==> src/rtl/io_bus_responder.sv <==
// Memory-mapped I/O responder: a 3-cycle IDLE/BUSY/DONE handshake in front of LED, HEX,
// switch and pushbutton-edge registers.
module io_bus_responder #(
  parameter int DATA_W = 16,
  parameter int SW_W   = 10,
  parameter int LED_W  = 10
) (
  input  logic              Clock,
  input  logic              Reset,
  input  logic              Req,
  input  logic              Wr,
  input  logic [DATA_W-1:0] Addr,
  input  logic [DATA_W-1:0] WrData,
  output logic              Ack,
  output logic              RdValid,
  output logic [DATA_W-1:0] RdData,
  input  logic [SW_W-1:0]   SW,
  input  logic [3:0]        KEY,
  output logic [LED_W-1:0]  LEDR,
  output logic [6:0]        HEX0,
  output logic [6:0]        HEX1,
  output logic [6:0]        HEX2,
  output logic [6:0]        HEX3,
  output logic [6:0]        HEX4,
  output logic [6:0]        HEX5
);

  typedef enum logic [1:0] {IDLE, BUSY, DONE} state_t;

  state_t              r_state;
  state_t              w_next;
  logic                r_wr;
  logic [3:0]          r_page;
  logic [2:0]          r_sel;
  logic [DATA_W-1:0]   r_wdata;
  logic [SW_W-1:0]     r_sw_meta;
  logic [SW_W-1:0]     r_sw_sync;
  logic [3:0]          r_key_meta;
  logic [3:0]          r_key_sync;
  logic [3:0]          r_key_prev;
  logic [3:0]          r_edge;
  logic [LED_W-1:0]    r_ledr;
  logic [6:0]          r_seg [6];
  logic                r_ack;
  logic                r_rd_valid;
  logic [DATA_W-1:0]   r_rdata;
  logic                w_wr_en;
  logic                w_rd_en;
  logic [3:0]          w_key_press;
  logic [3:0]          w_edge_clr;
  logic [DATA_W-1:0]   w_rd_val;
  logic                w_unused;

  // NOTE: sequential state is always updated with non-blocking assignments so every
  // register samples the pre-edge values of its neighbours.
  always_ff @(posedge Clock) begin
    if (Reset) r_state <= IDLE;
    else       r_state <= w_next;
  end

  // NOTE: the default assignment before the case keeps this block purely combinational.
  always_comb begin
    w_next = r_state;
    case (r_state)
      IDLE:    if (Req) w_next = BUSY;
      BUSY:    w_next = DONE;
      DONE:    w_next = IDLE;
      default: w_next = IDLE;
    endcase
  end

  always_ff @(posedge Clock) begin
    if (Reset) begin
      r_wr    <= 1'b0;
      r_page  <= '0;
      r_sel   <= '0;
      r_wdata <= '0;
    end else if (r_state == IDLE && Req) begin
      r_wr    <= Wr;
      r_page  <= Addr[15:12];
      r_sel   <= Addr[2:0];
      r_wdata <= WrData;
    end
  end

  // The access takes effect on the edge leaving BUSY, so results show up in DONE.
  assign w_wr_en = (r_state == BUSY) &&  r_wr;
  assign w_rd_en = (r_state == BUSY) && !r_wr;

  always_ff @(posedge Clock) begin
    if (Reset) begin
      r_sw_meta  <= '0;
      r_sw_sync  <= '0;
      r_key_meta <= 4'hF;
      r_key_sync <= 4'hF;
      r_key_prev <= 4'hF;
    end else begin
      r_sw_meta  <= SW;
      r_sw_sync  <= r_sw_meta;
      r_key_meta <= KEY;
      r_key_sync <= r_key_meta;
      r_key_prev <= r_key_sync;
    end
  end

  // A press is the synchronized 1->0 transition; the set term is OR-ed last so it wins a clear.
  assign w_key_press = r_key_prev & ~r_key_sync;
  assign w_edge_clr  = (w_wr_en && r_page == 4'h4) ? r_wdata[3:0] : 4'h0;

  always_ff @(posedge Clock) begin
    if (Reset) r_edge <= '0;
    else       r_edge <= (r_edge & ~w_edge_clr) | w_key_press;
  end

  // NOTE: the segment array drives outputs directly, so every entry is reset, not just the LEDs.
  always_ff @(posedge Clock) begin
    if (Reset) begin
      r_ledr <= '0;
      for (int i = 0; i < 6; i++) r_seg[i] <= '0;
    end else if (w_wr_en) begin
      if (r_page == 4'h1) r_ledr <= r_wdata[LED_W-1:0];
      if (r_page == 4'h2) begin
        for (int i = 0; i < 6; i++) begin
          if (r_sel == 3'(i)) r_seg[i] <= r_wdata[6:0];
        end
      end
    end
  end

  always_comb begin
    w_rd_val = '0;
    case (r_page)
      4'h1: w_rd_val = DATA_W'(r_ledr);
      4'h2: begin
        for (int i = 0; i < 6; i++) begin
          if (r_sel == 3'(i)) w_rd_val = DATA_W'(r_seg[i]);
        end
      end
      4'h3: w_rd_val = DATA_W'(r_sw_sync);
      4'h4: w_rd_val = DATA_W'(r_edge);
      default: w_rd_val = '0;
    endcase
  end

  always_ff @(posedge Clock) begin
    if (Reset) begin
      r_ack      <= 1'b0;
      r_rd_valid <= 1'b0;
      r_rdata    <= '0;
    end else begin
      r_ack      <= (r_state == BUSY);
      r_rd_valid <= w_rd_en;
      r_rdata    <= w_rd_en ? w_rd_val : '0;
    end
  end

  assign Ack     = r_ack;
  assign RdValid = r_rd_valid;
  assign RdData  = r_rdata;
  assign LEDR    = r_ledr;
  assign HEX0    = ~r_seg[0];
  assign HEX1    = ~r_seg[1];
  assign HEX2    = ~r_seg[2];
  assign HEX3    = ~r_seg[3];
  assign HEX4    = ~r_seg[4];
  assign HEX5    = ~r_seg[5];

  // Address and data bits outside the decoded fields are intentionally ignored.
  assign w_unused = ^{Addr, WrData, r_wdata};

endmodule

==> config.mk <==
export PLATFORM = sky130hd
export DESIGN_NAME = io_bus_responder
export DESIGN_NICKNAME = d
export VERILOG_FILES = /design/src/rtl/io_bus_responder.sv
export SDC_FILE = /design/constraint.sdc
export NUM_CORES = 1
export LEC_CHECK = 0
export BUFFER_PORTS_ARGS = -buffer_cell sky130_fd_sc_hd__buf_2
export CORE_ASPECT_RATIO = 2
export CORE_MARGIN = 4
export CORE_UTILIZATION = 45
export CTS_CLUSTER_DIAMETER = 40
export DETAILED_ROUTE_END_ITERATION = 10
export PLACE_DENSITY_LB_ADDON = 0.15
export SYNTH_ARGS = -nofsm -noshare
export SYNTH_HDL_FRONTEND = slang
export SYNTH_SLANG_ARGS = --single-unit
==> constraint.sdc <==
create_clock -name Clock -period 3.1 [get_ports Clock]
set_clock_uncertainty 0.1 [all_clocks]
set_input_delay 0.155 -clock Clock [delete_from_list [all_inputs] [get_ports Clock]]
set_output_delay 0.155 -clock Clock [all_outputs]
set_load 0.02 [all_outputs]
After elaboration in Yosys (flattened, before gate mapping)
Memory sizes are Yosys's and may differ from the RTL's.
Cells that the tools add are included.
{"block": "op_classes", "addsub": 0, "mul": 0, "div": 0, "n_lt_le_gt_ge": 0, "n_eq_ne": 11, "shift": 0, "n_mux": 48, "n_bitwise": 18, "reduce_logical": 9}
{"op": "2-to-1 mux 16 bit", "count": 5}
{"op": "case mux 16 bit (4 select lines)", "count": 1}
{"op": "2-to-1 mux 7 bit", "count": 7}
{"op": "NOT 7 bit", "count": 6}
{"op": "2-to-1 mux 1 bit", "count": 32}
{"op": "bitwise AND 4 bit", "count": 2}
{"op": "equality test 4 x 2 -> 1 bit, second input constant", "count": 2}
{"op": "NOT 4 bit", "count": 2}
{"op": "equality test 3 x 2 -> 1 bit, second input constant", "count": 2}
{"op": "equality test 3 bit, second input constant", "count": 2}
{"op": "OR 1 bit", "count": 6}
{"op": "equality test 4 x 1 -> 1 bit, second input constant", "count": 1}
{"op": "equality test 4 x 3 -> 1 bit, second input constant", "count": 1}
{"op": "logical AND 1 bit", "count": 4}
{"op": "2-to-1 mux 4 bit", "count": 1}
{"op": "OR 4 bit", "count": 1}
{"op": "case mux 2 bit (2 select lines)", "count": 1}
{"op": "equality test 3 x 1 -> 1 bit, second input constant", "count": 1}
{"op": "logical NOT 3 bit", "count": 1}
{"op": "equality test 2 x 1 -> 1 bit, second input constant", "count": 1}
{"op": "logical NOT 2 bit", "count": 1}
{"op": "2-to-1 mux 2 bit", "count": 1}
{"op": "!= test 2 bit, second input constant", "count": 1}
{"op": "AND reduction 2 bit", "count": 1}
{"op": "other kinds (3)", "count": 3}
{"block": "totals", "regBits": 84, "latch_bits": 0, "mem_bits_rw": 42, "romBits": 0, "inputBits": 50, "output_inout_bits": 70, "wordCells": 102, "n_memories": 1}
{"name": "r_seg", "depth": 6, "word_bits": 7, "read_ports": 6, "rd_ports_with_merged_regs": 0, "wr": 6, "line": "43", "text": "logic [6:0] r_seg [6];"}

Longest topological paths before layout
{"block": "logic_depth", "depth_word": 8, "depth_mapped": 6, "mapped_depth_nobuf": 4}

Least setup slack after synthesis
No wires, ideal clock.
{"block": "synth_path", "kind": "register to register", "from": "register r_page[3]", "to": "memory r_seg[4][0] (enable)", "setup_time_ps": 393, "t_arrival_ps": 1826, "t_required_ps": 2607, "setup_slack_ps": 780, "path_stages_with_launch": 4, "n_path_buf": 0, "synth_period_minus_slack_ps": 2320, "cell_sequence": "dfxtp_1 nor4b_4 nand2_1 o41ai_1"}
{"item": "from (decl)", "line": "33", "text": "logic [3:0] r_page;"}
{"item": "from (signal assigned)", "line": "80", "text": "r_page <= Addr[15:12];"}
{"item": "to (decl)", "line": "43"}

==> impl_metrics.json <==
{
  "ant_nets": 0,
  "wl_met2_um": 6820,
  "synth-async-reset-ratio_pct": 0,
  "core_area_um2": 10600,
  "crit_fanout": 8,
  "wirelength_met1_um": 4100,
  "tritoncts": "built",
  "fin_crit_sh_pct": 76.1,
  "hold_viol_final": 0,
  "reg2regPathDepth": 4,
  "ys_seq_elements": 120,
  "power_leakage_nw": 2.60,
  "synthTopCellsByArea": "dfxtp_1 (32%), edfxtp_1 (26%), mux2i_1 (5.7%)",
  "wire_per_inst_um": 15.3,
  "hold_depth": 1,
  "place_congestion": 0.837,
  "slew_viol_final": 0,
  "ir_drop_mv": 0.568,
  "clk_latency_ns": 0.40,
  "clkTransAtPathRegs_ns": 0.05,
  "synth_top_cell_by_area": "dfxtp_1",
  "firstDrtPassIters": 4,
  "r2r-end": "r_seg[0][3]",
  "synth.avg_cell_area_um2": 10.5,
  "synth_top_area_share_pct": 31.6,
  "min_period_ns": 2.36,
  "worst_pin_slew_ns": 0.867,
  "num_rows": 53,
  "outcome": "finished, final reports clean",
  "ios": 120,
  "relSlewSlack_pct": 41.4,
  "grt_first_pass_wirelength_um": 18300,
  "min_to": "r_key_sync[1]",
  "dr_wl_met3_um": 398,
  "critPathKind": "register to register",
  "nets": 657,
  "worstSetupEndpointType": "register",
  "routed_wl_um": 11500,
  "htree_levels": 4,
  "route.detailed.drc": 0,
  "fillers": 925,
  "finalSetupViolCount": 0,
  "grt_pass1_vias": 3645,
  "cellPowerDensity_nw_per_um2": 628,
  "cts_buffer_depth": 2,
  "antenna-diode-count": 0,
  "yosysWarnings": 0,
  "max_freq_mhz": 424,
  "crit_path_top_delay_cell": "o31ai_1",
  "dp_hpwl_um": 8490,
  "rsz0062_at_grt": "no",
  "critPathBufInv": 1,
  "ys_types": 41,
  "cts_sinks": 120,
  "final_util_pct": 61.2,
  "drive_above_1_share_pct": 28.8,
  "synthCells": 471,
  "synth_area_um2": 4940,
  "setup_tns_ns": 0,
  "ys_seq_area_share_pct": 57.2,
  "worstSetupStartpointType": "register",
  "synth.most_common_cell": "dfxtp_1",
  "min_from": "r_key_meta[1]",
  "dieArea_um2": 12800,
  "reg2reg_slack_ns": 0.74,
  "cap_violations": 0,
  "cts_buffers": 17,
  "crit_path_cell_trace": "nor4b_4 -> nand2_1 -> o31ai_1 -> buf_4",
  "cp_top_family": "simple AND/OR/NAND/NOR gates",
  "synthFlopType": "dfxtp_1",
  "crit_required_ns": 3.11,
  "slowest_delay_ns": 0.60,
  "start_util_pct": 46.5,
  "antenna_found_initial": 0,
  "hp-class": "register to register",
  "cts_resized": 0,
  "port-buffer-count": 98,
  "synth_commonest_cells": "dfxtp_1 (78), inv_1 (47), edfxtp_1 (42)",
  "die_w_um": 82.1,
  "globalRouteTotalUtil_pct": 19.4,
  "die_h_um": 156,
  "regToRegStartpoint": "r_page[1]",
  "initialDrtViolationCount": 172,
  "via_count": 3673,
  "area_growth_pct": 31.6,
  "grt_max_degree": 44,
  "cp.arrival_ns": 2.37,
  "cts_root_buf": "clkbuf_16",
  "avgViaCountPerCell": 4.86,
  "gr-total-overflow": 0,
  "top_layer_used": "met4",
  "synth_edf_count": 42
}
metrics by stage:
stage	power (W)	setup WS [ns]	hold slack (ns)	area [µm²]	instances
floorplan	0.00194	0.780	0.159	4960	476
global placement	0.00202	0.808	0.237	5530	692
detailed placement	0.00203	0.734	0.242	5530	692
CTS	0.00411	0.704	0.309	6490	756
global route	0.00421	0.534	0.329	6490	756
finish	0.00408	0.742	0.311	6490	756
worst max-delay path by stage:
stage | from | to | slack [ns] | cells after the start
after floorplan | r_page[3] | r_seg[4][0] | 0.78 | 3
after global placement | r_page[3] | r_seg[0][0] | 0.81 | 4
after detailed placement | r_page[3] | r_seg[0][2] | 0.73 | 4
after CTS | r_page[1] | r_seg[0][3] | 0.70 | 4
after global routing | r_page[1] | r_seg[0][3] | 0.53 | 4
final | r_page[1] | r_seg[0][3] | 0.74 | 4
worst register-to-register path, delay by kind of cell, from the launching register on:
| family | cells | cell delay, ns |
|---|---|---|
| flip-flops | 1 | 0.45 |
| AO/OA/AOI/OAI | 1 | 0.60 |
| AND/OR/NAND/NOR | 2 | 0.66 |
| buffers and inverters | 1 | 0.26 |
flip-flops by register name, summed over array words and instances, names as in the netlist:
register,flops
r_seg,42
r_key_prev,4
r_edge,4
LEDR,10
r_sw_sync,10
Ack,1
r_page,4
RdData,10
r_state,2
r_sel,3
r_wr,1
r_key_sync,4
r_wdata,10
r_sw_meta,10
RdValid,1
r_key_meta,4
cells by family (layout without fill, tap and decap cells):
kind of cell,after synthesis,in the layout,share of synthesized area [%]
compound gates,73,73,8.69
xor+xnor,1,1,0.177
buf+inv,80,223,7.50
flops,120,120,57.2
mux,28,28,5.68
other cells,1,6,0.0760
simple gates,168,168,20.7
layer usage:
metal / vias up / GRT usage, %
met1: 1726 / 19.8
met4: 0 / 7.84
met2: 80 / 36.0
met5: - / 0
met3: 15 / 5.20
li1: 1852 / -
timing repair:
item                      CTS  global route
buffers inserted            0             0
hold endpoints to repair   33             0
hold buffers               33             0
layout by cell type (no fill, tap or decap), types with 20 or more instances in the layout:
cell type,instances
inv_1,47
edfxtp_1,42
dlygate4sd3_1,33
dfxtp_1,78
a21oi_1,29
buf_2,98
clkbuf_16,20
nand2_1,40
nor2b_1,21
nor2_1,22
mux2i_1,28
layout make-up:
type                            instances  area, µm²  area share [%]
Tap cell                              137        171            2.64
Sequential cell                       120       2820            43.5
Clock inverter                          5       76.3            1.18
Multi-Input combinational cell        276       1760            27.1
Timing Repair Buffer                  144        918            14.1
Clock buffer                           26        563            8.67
Inverter                               48        180            2.77
power by group:
part | leakage [nW] | internal (W) | switching (W)
Combinational | 1.21 | 0.000123 | 0.000176
Clock | 0.318 | 0.00141 | 0.000642
Sequential | 1.07 | 0.00169 | 0.0000436
(Power assumes the default switching activity.)
